--- src/rtl/cpu_pkg.sv ---
// Shared widths, opcodes, condition codes and FSM encoding for the 8-bit CPU.
package cpu_pkg;
   localparam int DW = 8;
   localparam int AW = 8;
   localparam int IW = 16;

   localparam logic [3:0] OP_LOAD = 4'b0000;
   localparam logic [3:0] OP_AND  = 4'b0001;
   localparam logic [3:0] OP_ADD  = 4'b0100;
   localparam logic [3:0] OP_SUB  = 4'b0110;
   localparam logic [3:0] OP_JMP  = 4'b1000;
   localparam logic [3:0] OP_JCC  = 4'b1001;
   localparam logic [3:0] OP_IN   = 4'b1010;
   localparam logic [3:0] OP_OUT  = 4'b1110;

   localparam logic [1:0] CC_Z  = 2'b00;
   localparam logic [1:0] CC_NZ = 2'b01;
   localparam logic [1:0] CC_C  = 2'b10;
   localparam logic [1:0] CC_NC = 2'b11;

   typedef enum logic [1:0] {
      ST_FETCH = 2'd0,
      ST_WAIT  = 2'd1,
      ST_EXEC  = 2'd2
   } state_e;
endpackage

--- src/rtl/cpu_alu.sv ---
// Combinational ALU: computes the ACC result and flag updates for LOAD/ADD/SUB/AND.
module cpu_alu
   import cpu_pkg::*;
(
   input  logic [DW-1:0] acc_i,
   input  logic [DW-1:0] kk_i,
   input  logic [3:0]    op_i,
   input  logic          c_i,
   output logic [DW-1:0] result_o,
   output logic          c_o,
   output logic          z_o,
   output logic          acc_we_o,
   output logic          z_we_o,
   output logic          c_we_o
);
   logic [DW:0] sum, diff;

   assign sum  = {1'b0, acc_i} + {1'b0, kk_i};
   // bit 8 of the difference is the borrow
   assign diff = {1'b0, acc_i} - {1'b0, kk_i};

   always_comb begin
      result_o = acc_i;
      c_o      = c_i;
      acc_we_o = 1'b0;
      z_we_o   = 1'b0;
      c_we_o   = 1'b0;
      case (op_i)
         OP_LOAD: begin
            result_o = kk_i;
            acc_we_o = 1'b1;
         end
         OP_ADD: begin
            result_o = sum[DW-1:0];
            c_o      = sum[DW];
            acc_we_o = 1'b1;
            z_we_o   = 1'b1;
            c_we_o   = 1'b1;
         end
         OP_SUB: begin
            result_o = diff[DW-1:0];
            c_o      = diff[DW];
            acc_we_o = 1'b1;
            z_we_o   = 1'b1;
            c_we_o   = 1'b1;
         end
         OP_AND: begin
            result_o = acc_i & kk_i;
            acc_we_o = 1'b1;
            z_we_o   = 1'b1;
         end
         default: ;
      endcase
   end

   assign z_o = (result_o == '0);
endmodule

--- src/rtl/cpu_controller.sv ---
// Fetch/wait/exec controller: owns PC, IR, ACC, Z/C flags and the I/O port registers.
module cpu_controller
   import cpu_pkg::*;
(
   input  logic          clock,
   input  logic          reset,
   output logic [AW-1:0] ram_addr,
   input  logic [IW-1:0] ram_dout,
   output logic [DW-1:0] in_port,
   input  logic [DW-1:0] in_data,
   output logic [DW-1:0] out_port,
   output logic [DW-1:0] out_data,
   output logic          out_strobe,
   output logic [DW-1:0] acc,
   output logic [AW-1:0] pc
);
   state_e        state_q, state_d;
   logic [AW-1:0] pc_q, pc_d, addr_q, addr_d;
   logic [IW-1:0] ir_q, ir_d;
   logic [DW-1:0] acc_q, acc_d, oport_q, oport_d, odata_q, odata_d;
   logic          z_q, z_d, c_q, c_d, ostb_q, ostb_d;

   logic [3:0]    opcode;
   logic [DW-1:0] kk, alu_res;
   logic          alu_c, alu_z, alu_acc_we, alu_z_we, alu_c_we, cc_true;
   logic          unused_ir;

   assign opcode    = ir_q[15:12];
   assign kk        = ir_q[7:0];
   assign unused_ir = ^ir_q[9:8];

   cpu_alu u_alu (
      .acc_i    (acc_q),
      .kk_i     (kk),
      .op_i     (opcode),
      .c_i      (c_q),
      .result_o (alu_res),
      .c_o      (alu_c),
      .z_o      (alu_z),
      .acc_we_o (alu_acc_we),
      .z_we_o   (alu_z_we),
      .c_we_o   (alu_c_we)
   );

   always_comb begin
      case (ir_q[11:10])
         CC_Z:    cc_true = z_q;
         CC_NZ:   cc_true = !z_q;
         CC_C:    cc_true = c_q;
         default: cc_true = !c_q;
      endcase
   end

   always_comb begin
      state_d = state_q;
      pc_d    = pc_q;
      ir_d    = ir_q;
      acc_d   = acc_q;
      z_d     = z_q;
      c_d     = c_q;
      addr_d  = addr_q;
      oport_d = oport_q;
      odata_d = odata_q;
      ostb_d  = 1'b0;
      case (state_q)
         ST_FETCH: begin
            addr_d  = pc_q;
            state_d = ST_WAIT;
         end
         ST_WAIT: begin
            ir_d    = ram_dout;
            pc_d    = pc_q + 8'd1;
            state_d = ST_EXEC;
         end
         ST_EXEC: begin
            state_d = ST_FETCH;
            if (alu_acc_we) acc_d = alu_res;
            if (alu_z_we)   z_d   = alu_z;
            if (alu_c_we)   c_d   = alu_c;
            case (opcode)
               OP_IN:  acc_d = in_data;
               OP_OUT: begin
                  oport_d = kk;
                  odata_d = acc_q;
                  ostb_d  = 1'b1;
               end
               OP_JMP: pc_d = kk;
               OP_JCC: if (cc_true) pc_d = kk;
               default: ;
            endcase
         end
         default: state_d = ST_FETCH;
      endcase
   end

   always_ff @(posedge clock) begin
      if (reset) begin
         state_q <= ST_FETCH;
         pc_q    <= '0;
         ir_q    <= '0;
         acc_q   <= '0;
         z_q     <= 1'b0;
         c_q     <= 1'b0;
         addr_q  <= '0;
         oport_q <= '0;
         odata_q <= '0;
         ostb_q  <= 1'b0;
      end else begin
         state_q <= state_d;
         pc_q    <= pc_d;
         ir_q    <= ir_d;
         acc_q   <= acc_d;
         z_q     <= z_d;
         c_q     <= c_d;
         addr_q  <= addr_d;
         oport_q <= oport_d;
         odata_q <= odata_d;
         ostb_q  <= ostb_d;
      end
   end

   // address is live in FETCH so a jump target reaches the RAM without an extra cycle
   assign ram_addr   = (state_q == ST_FETCH) ? pc_q : addr_q;
   assign in_port    = (state_q == ST_EXEC && opcode == OP_IN) ? kk : '0;
   assign out_port   = oport_q;
   assign out_data   = odata_q;
   assign out_strobe = ostb_q;
   assign acc        = acc_q;
   assign pc         = pc_q;
endmodule

--- config.mk ---
export PLATFORM = sky130hd
export DESIGN_NAME = cpu_controller
export DESIGN_NICKNAME = d
export VERILOG_FILES = /design/src/rtl/cpu_pkg.sv /design/src/rtl/cpu_alu.sv /design/src/rtl/cpu_controller.sv
export SDC_FILE = /design/constraint.sdc
export NUM_CORES = 1
export LEC_CHECK = 0
export CORE_ASPECT_RATIO = 1.75
export CORE_UTILIZATION = 55
export CTS_CLUSTER_SIZE = 8
export DETAILED_ROUTE_END_ITERATION = 10
export PLACE_DENSITY_LB_ADDON = 0.08
export REMOVE_ABC_BUFFERS = 1
export SETUP_SLACK_MARGIN = 0.2
export SLEW_MARGIN = 20
export SYNTH_ARGS = -nofsm -noshare
export SYNTH_HDL_FRONTEND = slang
export SYNTH_SLANG_ARGS = --single-unit
--- constraint.sdc ---
create_clock -name clock -period 5.6 [get_ports clock]
set_clock_uncertainty 0.2 [all_clocks]
set_input_delay 1.68 -clock clock [delete_from_list [all_inputs] [get_ports clock]]
set_output_delay 1.68 -clock clock [all_outputs]
set_load 0.005 [all_outputs]
-- Word level (Yosys, flattened, before mapping)
Cells that the tools add are included.
- register bits: 61
- output and inout port bits: 49
- word-level logic and storage cells: 62
- add/sub/neg operators: 3
- equality and inequality tests: 13
- mux-type cells: 15
- bitwise logic cells: 2
- reductions and logical operators: 19
- operators with widths (cell ; count):
    $mux 8 ; 5
    $pmux 8 s2 ; 2
    $pmux 8 s4 ; 1
    $eq 4x4->1 const B ; 4
    $add 8x8->9 ; 1
    $sub 8x8->9 ; 1
    $add 8x1->8 const B ; 1
    $and 8x8->8 ; 1
    $eq 4x3->1 const B ; 2
    $logic_not 8->1 ; 1
    $reduce_and 2->1 ; 3
    $reduce_and 3->1 ; 2
    $reduce_bool 2->1 ; 3
    $eq 2x1->1 const B ; 2
    $eq 2x2->1 const B ; 2
    $eq 4x1->1 const B ; 1
    $logic_not 2->1 ; 2
    $logic_not 4->1 ; 1
    $mux 1 ; 4
    $pmux 2 s2 ; 1
    $reduce_or 2->1 ; 2
    $reduce_or 4->1 ; 1
    $ne 3x1->1 const B ; 1
    $ne 3x3->1 const B ; 1
    6 further kinds ; 7

-- Depth between registers and ports, before layout
Gate-level depths: netlist (run 1).
- word-level depth: 5
- mapped depth: 11

-- Cells and area by module
From an unflattened synthesis (run 1), not the netlist that was laid out.
- cell total of the unflattened synthesis: 443
- area, all modules: 3686.0 um^2
- modules (own cells, without submodules) (module ; instances ; cells each ; area each (um^2) ; seq. area each (um^2)):
    cpu_controller ; 1 ; 288 ; 2623.8 ; 1181.1
    cpu_alu ; 1 ; 155 ; 1062.3 ; 0.0

-- Worst setup path before layout (run 1)
Ideal clock, no wire load.
- path kind: register to output
- start: reg ir_q[15]
- end: out in_port[0]
- arrival time: 1380 ps
- slack: 2340 ps
- stages on the path, launching flop included: 7
- buffers on the path: 3
- path through: dfxtp_1 -> buf_2 -> nor2b_1 -> and3_1 -> clkbuf_2 -> clkbuf_1 -> and3_1
- cells in the longest elaborated chain, start to end: 3
- RTL lines (element ; RTL line ; source):
    start: declaration ; cpu_controller.sv:19 ; logic [IW-1:0] ir_q, ir_d;
    start signal: assignment ; cpu_controller.sv:111 ; ir_q <= ir_d;
    $eq 4x4->1 ; cpu_controller.sv:124 ; assign in_port = (state_q == ST_EXEC && opcode == OP_IN) ? kk : '0;
    $logic_and 1x1->1 ; cpu_controller.sv:124 ;
    $mux 8 ; cpu_controller.sv:124 ;
    end: declaration ; cpu_controller.sv:9 ; output logic [DW-1:0] in_port,
No other way between the ends.

-- Worst setup path after layout (run 1)
- start: reg ir_q[15]
- end: out in_port[4]
The elaborated chain is that of the path after synthesis.

==> metrics.md, run 1 <==
| Metric | Value |
|---|---|
| Status | finished clean |
| Die area | 7030 um^2 |
| Hold crit path type | flip-flop to flip-flop |
| Post-CTS sizing | 0 |
| CP Cell Sequence | nor2b_1 > and3_1 > buf_4 > and3_1 > clkdlybuf4s50_1 |
| Hold_buf cts | 0 |
| Hold path cells | 2 |
| Iteration count of the initial detailed-routing pass | 6 |
| Drt initial violations | 254 |
| Core footprint | 6490 um^2 |
| I/O Buffers | 72 |
| Slew Viols, Final | 0 |
| GRT Overall Usage | 0.303 |
| Final Non-Filler Cells | 598 |
| Diodes inserted | 0 |
| Final net count | 561 |
| Area contributors post-synth | dfxtp_1 32%, ha_1 7.5%, nor2_1 5.9% |
| Max-Cap Viols | 0 |
| Vias | 3538 |
| Most used cell, CP | and3_1 |
| Yosys reg bits | 59 |
| ANT nets after route | 0 |
| Number of buffers created by CTS | 9 |
| Drc violations | 0 |
| Worst vdd ir | 0.272 mV |
| Cell area after synthesis | 3680 um^2 |
| Initial antenna violation count | 0 |
| H-Tree Depth | 3 |
| Ys async rst share | 0 |
| Clock Sinks | 59 |
| Filler Cell Count | 534 |
| Post-layout minimum cycle time | 4480 ps |
| Leak | 1.83 nW |
| Vias/cell | 5.92 |
| Root buffer cell | clkbuf_16 |
| Top FF cell, synth | dfxtp_1 |
| Vias in the first global route | 3464 |
| Most frequent cells in the layout | 71 x clkdlybuf4s50_1, 59 x dfxtp_1, 58 x nor2_1 |
| Cell accounting for the most synthesized area | dfxtp_1 |
| Setup TNS | 0 ps |
| Worst-Skew Late Latency | 320 ps |
| Tot Pwr | 1.24 mW |
| Final hold vios | 0 |
| # Post-CTS Setup Buffers | 0 |
| Gp weighted congestion | 0.957 |
| Synth unique cells | 59 |
| Routed WL | 10400 um |
| Ratio of final minimum period to clock period | 0.800 |
| Growth of design area from synthesis to finish | 28.3% |
| RSZ-0062 raised after global routing | no |
| Routed wire per std cell | 17.4 um |
| Post-DP HPWL | 7530 um |
| Chip Width | 63.8 um |
| Multi-input gate area | 2280 um^2 |
| Synth top area share | 0.321 |
| Setup crit start kind | flip-flop |
| FP Rows | 39 |
| Crit end category | output port |
| CTS tree | yes |
| CP Class | flip-flop to output port |
| Synth Instances | 452 |
| Register area share after synthesis | 0.321 |
| CP max FO | 17 |
| Critical path's slowest cell | dfxtp_1 |
| Max Clk Rate | 0.223 GHz |
| Setup violations, final | 0 |
| Ports | 75 |
| Most common library cell in the layout ignoring fill and taps | clkdlybuf4s50_1 |
| Largest net degree at the start of global routing | 41 |
| GRT overflow | 0 |
| Share of cells above drive strength 1 | 0.0717 |
| Yosys Warn Count | 0 |
| Rel. slew slack | 0.303 |
| First-pass GRT wire length | 16400 um |
| Clock-pin slew on the worst setup and hold paths | 50 ps |
| Storage cell area | 1180 um^2 |
| Die height | 110 um |
| CP required | 3720 ps |
| Slowest cell delay on critical path | 690 ps |
| Initial Util | 0.566 |
| Worst-Margin Slew | 1040 ps |
| Post-synth EDFFs | 0 |
| Mean Syn Cell Area | 8.13 um^2 |
| P per Cell Area | 263 nW/um^2 |
| Inst Count DP | 582 |
| Worst-case reg-to-reg path depth | 9 |
| Crit path DAT | 2600 ps |
| CTS Buffer Depth | 2 |
[worst paths after layout]
| check | startpoint | end | slack, ps |
|---|---|---|---|
| setup / recovery | ir_q[15]$_SDFFE_PP0N_ | in_port[4] | 1120 |
| setup reg to reg | ir_q[1]$_SDFFE_PP0N_ | z_q$_SDFFE_PP0P_ | 2490 |
| hold reg to reg | out_port[6]$_SDFFE_PP0P_ | out_port[6]$_SDFFE_PP0P_ | 260 |
| hold / removal | out_port[6]$_SDFFE_PP0P_ | out_port[6]$_SDFFE_PP0P_ | 260 |
[stage by stage]
stage	area [um^2]	worst slack (ps)	utilization	hold WS, ps
2_1_floorplan	3540	2320	-	247
3_3_place_gp	4410	1510	0.679	242
3_5_place_dp	4410	1510	0.679	250
4_1_cts	4720	1150	0.727	257
5_1_grt	4720	1000	0.727	273
6_report	4720	1120	0.727	255
[critical path: cells and delay by family (launching register included)]
family | cells | cell delay [ps]
buf+inv | 2 | 750
simple gates | 3 | 840
flops | 1 | 690
[synthesized netlist by cell type (2+ instances only)]
library cell	instances
nand3_1	4
o211ai_1	4
buf_2	8
nand2_1	43
nand2b_1	7
o2111ai_1	3
nor3_1	4
nand3b_1	4
a211o_1	2
a21oi_1	39
o21bai_1	2
buf_1	2
nor4_1	3
a2bb2oi_1	2
clkbuf_1	18
o31ai_1	2
fa_1	2
mux2i_1	19
nand4_1	2
mux2_2	10
o22ai_1	3
a22oi_1	7
nor2b_1	12
a211oi_1	8
a31oi_1	2
or3_1	3
a221oi_1	3
a22o_1	6
o21a_1	5
xnor2_1	3
ha_1	22
and3_1	16
a311oi_1	4
nor3b_1	2
inv_1	21
nor2_1	58
o21ai_0	16
a21o_1	2
dfxtp_1	59
[power by group]
part | switching, mW | internal [mW] | leakage, nW
clock | 0.171 | 0.380 | 0.150
sequential | 0.0234 | 0.436 | 0.479
combinational | 0.124 | 0.107 | 1.20
total | 0.319 | 0.923 | 1.83
[final cells by class]
type                       count  share of cell area
multi-input combinational    342               0.484
clock buffer                  15              0.0589
clock inverter                 1             0.00637
inverter                      21              0.0167
sequential                    59               0.250
timing repair buffer          78               0.161
tap                           82              0.0218
[metal layers]
layer | up-vias | track usage | wire, um | part of all wire
li1 | 1729 | - | - | -
met1 | 1677 | 0.324 | 4150 | 0.40
met2 | 103 | 0.555 | 5480 | 0.53
met3 | 29 | 0.0412 | 326 | 0.031
met4 | 0 | 0.188 | 446 | 0.043
met5 | - | 0 | 0 | 0
[sequential cells by signal (all words and copies together), names as in the netlist]
register,count
ir_q,14
c_q,1
z_q,1
out_data,8
out_port,8
state_q,2
acc,8
pc,8
out_strobe,1
addr_q,8
[logic make-up (layout without fill, tap and decap cells)]
| family | after synthesis | count (layout) | share of synthesized area |
|---|---|---|---|
| compound gates | 121 | 121 | 0.229 |
| xor+xnor | 3 | 3 | 0.00715 |
| simple gates | 165 | 165 | 0.217 |
| flops | 59 | 59 | 0.321 |
| buf+inv | 51 | 115 | 0.0572 |
| fa+ha+maj | 24 | 24 | 0.0858 |
| mux | 29 | 29 | 0.0824 |
(Power assumes the default switching activity.)
==> run 2: changes to the inputs <==
--- a/config.mk
+++ b/config.mk
@@ -6,7 +6,7 @@
 export NUM_CORES = 1
 export LEC_CHECK = 0
 export CORE_ASPECT_RATIO = 1.75
-export CORE_UTILIZATION = 55
+export CORE_UTILIZATION = 52
 export CTS_CLUSTER_SIZE = 8
 export DETAILED_ROUTE_END_ITERATION = 10
 export PLACE_DENSITY_LB_ADDON = 0.08
==> constraint.sdc (replaced) <==
create_clock -name clock -period 4.25 [get_ports clock]
set_clock_uncertainty 0.2 [all_clocks]
set_input_delay 1.275 -clock clock [delete_from_list [all_inputs] [get_ports clock]]
set_output_delay 1.275 -clock clock [all_outputs]
set_load 0.005 [all_outputs]
==> run 2 against run 1 <==
  * Sequential share of layout area hardly changed
  * Power is 26% higher
  * Flip-flop and latch count stayed put
  * Register-to-register slack worse by 1300 ps
  * Final area is 0.19% lower
  * Combinational power is 35% higher
  * Clock power is 19% higher
  * First-iteration DRC count is 13% lower
  * Non-clock buffer count is 3 higher
  * Highest routed layer unchanged
==> metrics.md, run 2 (synthesis gave the netlist of run 1 again) <==
| Metric | Value |
|---|---|
| # Post-CTS Setup Buffers | 0 (unchanged) |
| Worst-case reg-to-reg path depth | 9 (unchanged) |
| Vias/cell | 5.74 (-2.9%) |
| Inst Count DP | 587 (+0.86%) |
| Most common library cell in the layout ignoring fill and taps | clkdlybuf4s50_1 |
| Max reg flops | 14 (unchanged) |
| H-Tree Depth | 3 (unchanged) |
| Final net count | 564 (+0.53%) |
| Die area | 7420 um^2 (+5.6%) |
| Initial antenna violation count | 0 (unchanged) |
| Routed wire per std cell | 17.6 um (+1.0%) |
| Leak | 1.84 nW (+0.12%) |
| Ratio of final minimum period to clock period | 0.891 |
| I/O Buffers | 72 (unchanged) |
| Hold crit path type | flip-flop to flip-flop |
| CP Class | flip-flop to output port |
| Biggest register | ir_q |
| CP required | 2770 ps (-950 ps) |
| Tot Pwr | 1.57 mW (+26%) |
| Most frequent cells in the layout | 71 x clkdlybuf4s50_1, 59 x dfxtp_1, 58 x nor2_1 |
| FP Rows | 40 (+2.6%) |
| Worst-Skew Late Latency | 320 ps (about the same) |
| Rel. slew slack | 0.401 (+0.0977) |
| Post-CTS sizing | 0 (unchanged) |
| Critical path's slowest cell | and3_1 |
| Root buffer cell | clkbuf_16 |
| CTS tree | yes |
| RSZ-0062 raised after global routing | no |
| Cell area after layout | 4710 um^2 (-0.19%) |
| Vias in the first global route | 3393 (-2.0%) |
| Clock Sinks | 59 (unchanged) |
| Slew Viols, Final | 0 (unchanged) |
| Final hold vios | 0 (unchanged) |
| Initial Util | 0.536 (-0.0303) |
| Gp weighted congestion | 0.848 (-11%) |
| Hold Slack | 251 ps (-4.12 ps) |
| Chip Width | 65.6 um (+2.8%) |
| Util after Layout | 0.686 (-0.0401) |
| Core footprint | 6860 um^2 (+5.6%) |
| Share of cells above drive strength 1 | 0.0771 (+0.00537) |
| Final Non-Filler Cells | 603 (+0.84%) |
| Dpl ws | 840 ps (-671 ps) |
| Ports | 75 (unchanged) |
| Status | finished clean |
| CP Cell Sequence | inv_1 > and3_1 > and3_1 > clkdlybuf4s50_1 |
| Worst vdd ir | 0.320 mV (+18%) |
| Worst-Margin Slew | 899 ps (-144 ps) |
| Max Clk Rate | 0.264 GHz |
| Most used cell, CP | and3_1 |
| Crit path max-delay family | simple AND/OR/NAND/NOR gates |
| Die height | 113 um (+2.8%) |
| Largest net degree at the start of global routing | 40 (-2.4%) |
| GRT Overall Usage | 0.291 (-0.0116) |
| Final WS setup | 465 ps (-657 ps) |
| Number of buffers created by CTS | 9 (unchanged) |
| Vias | 3464 (-2.1%) |
| Diodes inserted | 0 (unchanged) |
| Hold path cells | 2 (unchanged) |
| Slowest cell delay on critical path | 560 ps (-130 ps) |
| CP max FO | 12 (-5) |
| Setup TNS | 0 ps (unchanged) |
| First-pass GRT wire length | 16500 um (+0.67%) |
| Setup violations, final | 0 (unchanged) |
| Post-DP HPWL | 7890 um (+4.7%) |
| Crit path DAT | 2310 ps (-290 ps) |
| Iteration count of the initial detailed-routing pass | 4 (-2) |
| Placed instance area | 4430 um^2 (+0.57%) |
| Max-Cap Viols | 0 (unchanged) |
| Hold_buf cts | 0 (unchanged) |
| CP bufs+invs | 2 (unchanged) |
| GRT overflow | 0 (unchanged) |
| Crit end category | output port |
| P per Cell Area | 333 nW/um^2 (+27%) |
| Instance count on the critical path | 4 (-1) |
| Routed WL | 10600 um (+1.9%) |
| CTS Buffer Depth | 2 (unchanged) |
| Post-layout minimum cycle time | 3790 ps |
| Growth of design area from synthesis to finish | 28.0% |
| Drt initial violations | 220 (-13%) |
| ANT nets after route | 0 (unchanged) |
| Clock-pin slew on the worst setup and hold paths | 50 ps (about the same) |
| Drc violations | 0 (unchanged) |
| Setup crit start kind | flip-flop |
[run 2: power by group]
part | internal (mW) | leakage (nW) | switching [mW]
sequential | 0.574 | 0.479 | 0.0282
clock | 0.424 | 0.137 | 0.231
combinational | 0.144 | 1.22 | 0.168
total | 1.14 | 1.84 | 0.427
[run 2: final cells by class]
type | count | area [um^2]
inverters | 21 | 78.8
well taps | 84 | 105
clock inverters | 2 | 10.0
fillers | 576 | 2150
flip-flops and latches | 59 | 1180
clock buffers | 14 | 264
repair buffers | 81 | 783
multi-input cells | 342 | 2280
[run 2: final timing paths]
kind                                 start  slack (ps)                        to
hold / removal    out_data[3]$_SDFFE_PP0P_         250  out_data[3]$_SDFFE_PP0P_
setup reg to reg      ir_q[1]$_SDFFE_PP0N_        1180          z_q$_SDFFE_PP0P_
hold reg to reg   out_data[3]$_SDFFE_PP0P_         250  out_data[3]$_SDFFE_PP0P_
setup / recovery     ir_q[14]$_SDFFE_PP0N_         460                in_port[4]
[run 2: layer usage]
layer,global-route usage,part of all wire,routed length (um),vias up
met2,0.548,0.55,5810,91
met3,0.0464,0.038,399,21
met4,0.135,0.031,327,0
met1,0.302,0.38,4060,1624
met5,0,0,0,-
li1,-,-,-,1728
[run 2: worst reg2reg max path, stage by stage, from the launching register on]
cell and delay, ps:
dfxtp_1 510, inv_1 140, ha_1 310, nor2b_4 140, o31a_4 300, o41ai_4 270, mux2i_1 150, o32ai_2 400
o2111ai_1 210, o41ai_2 350
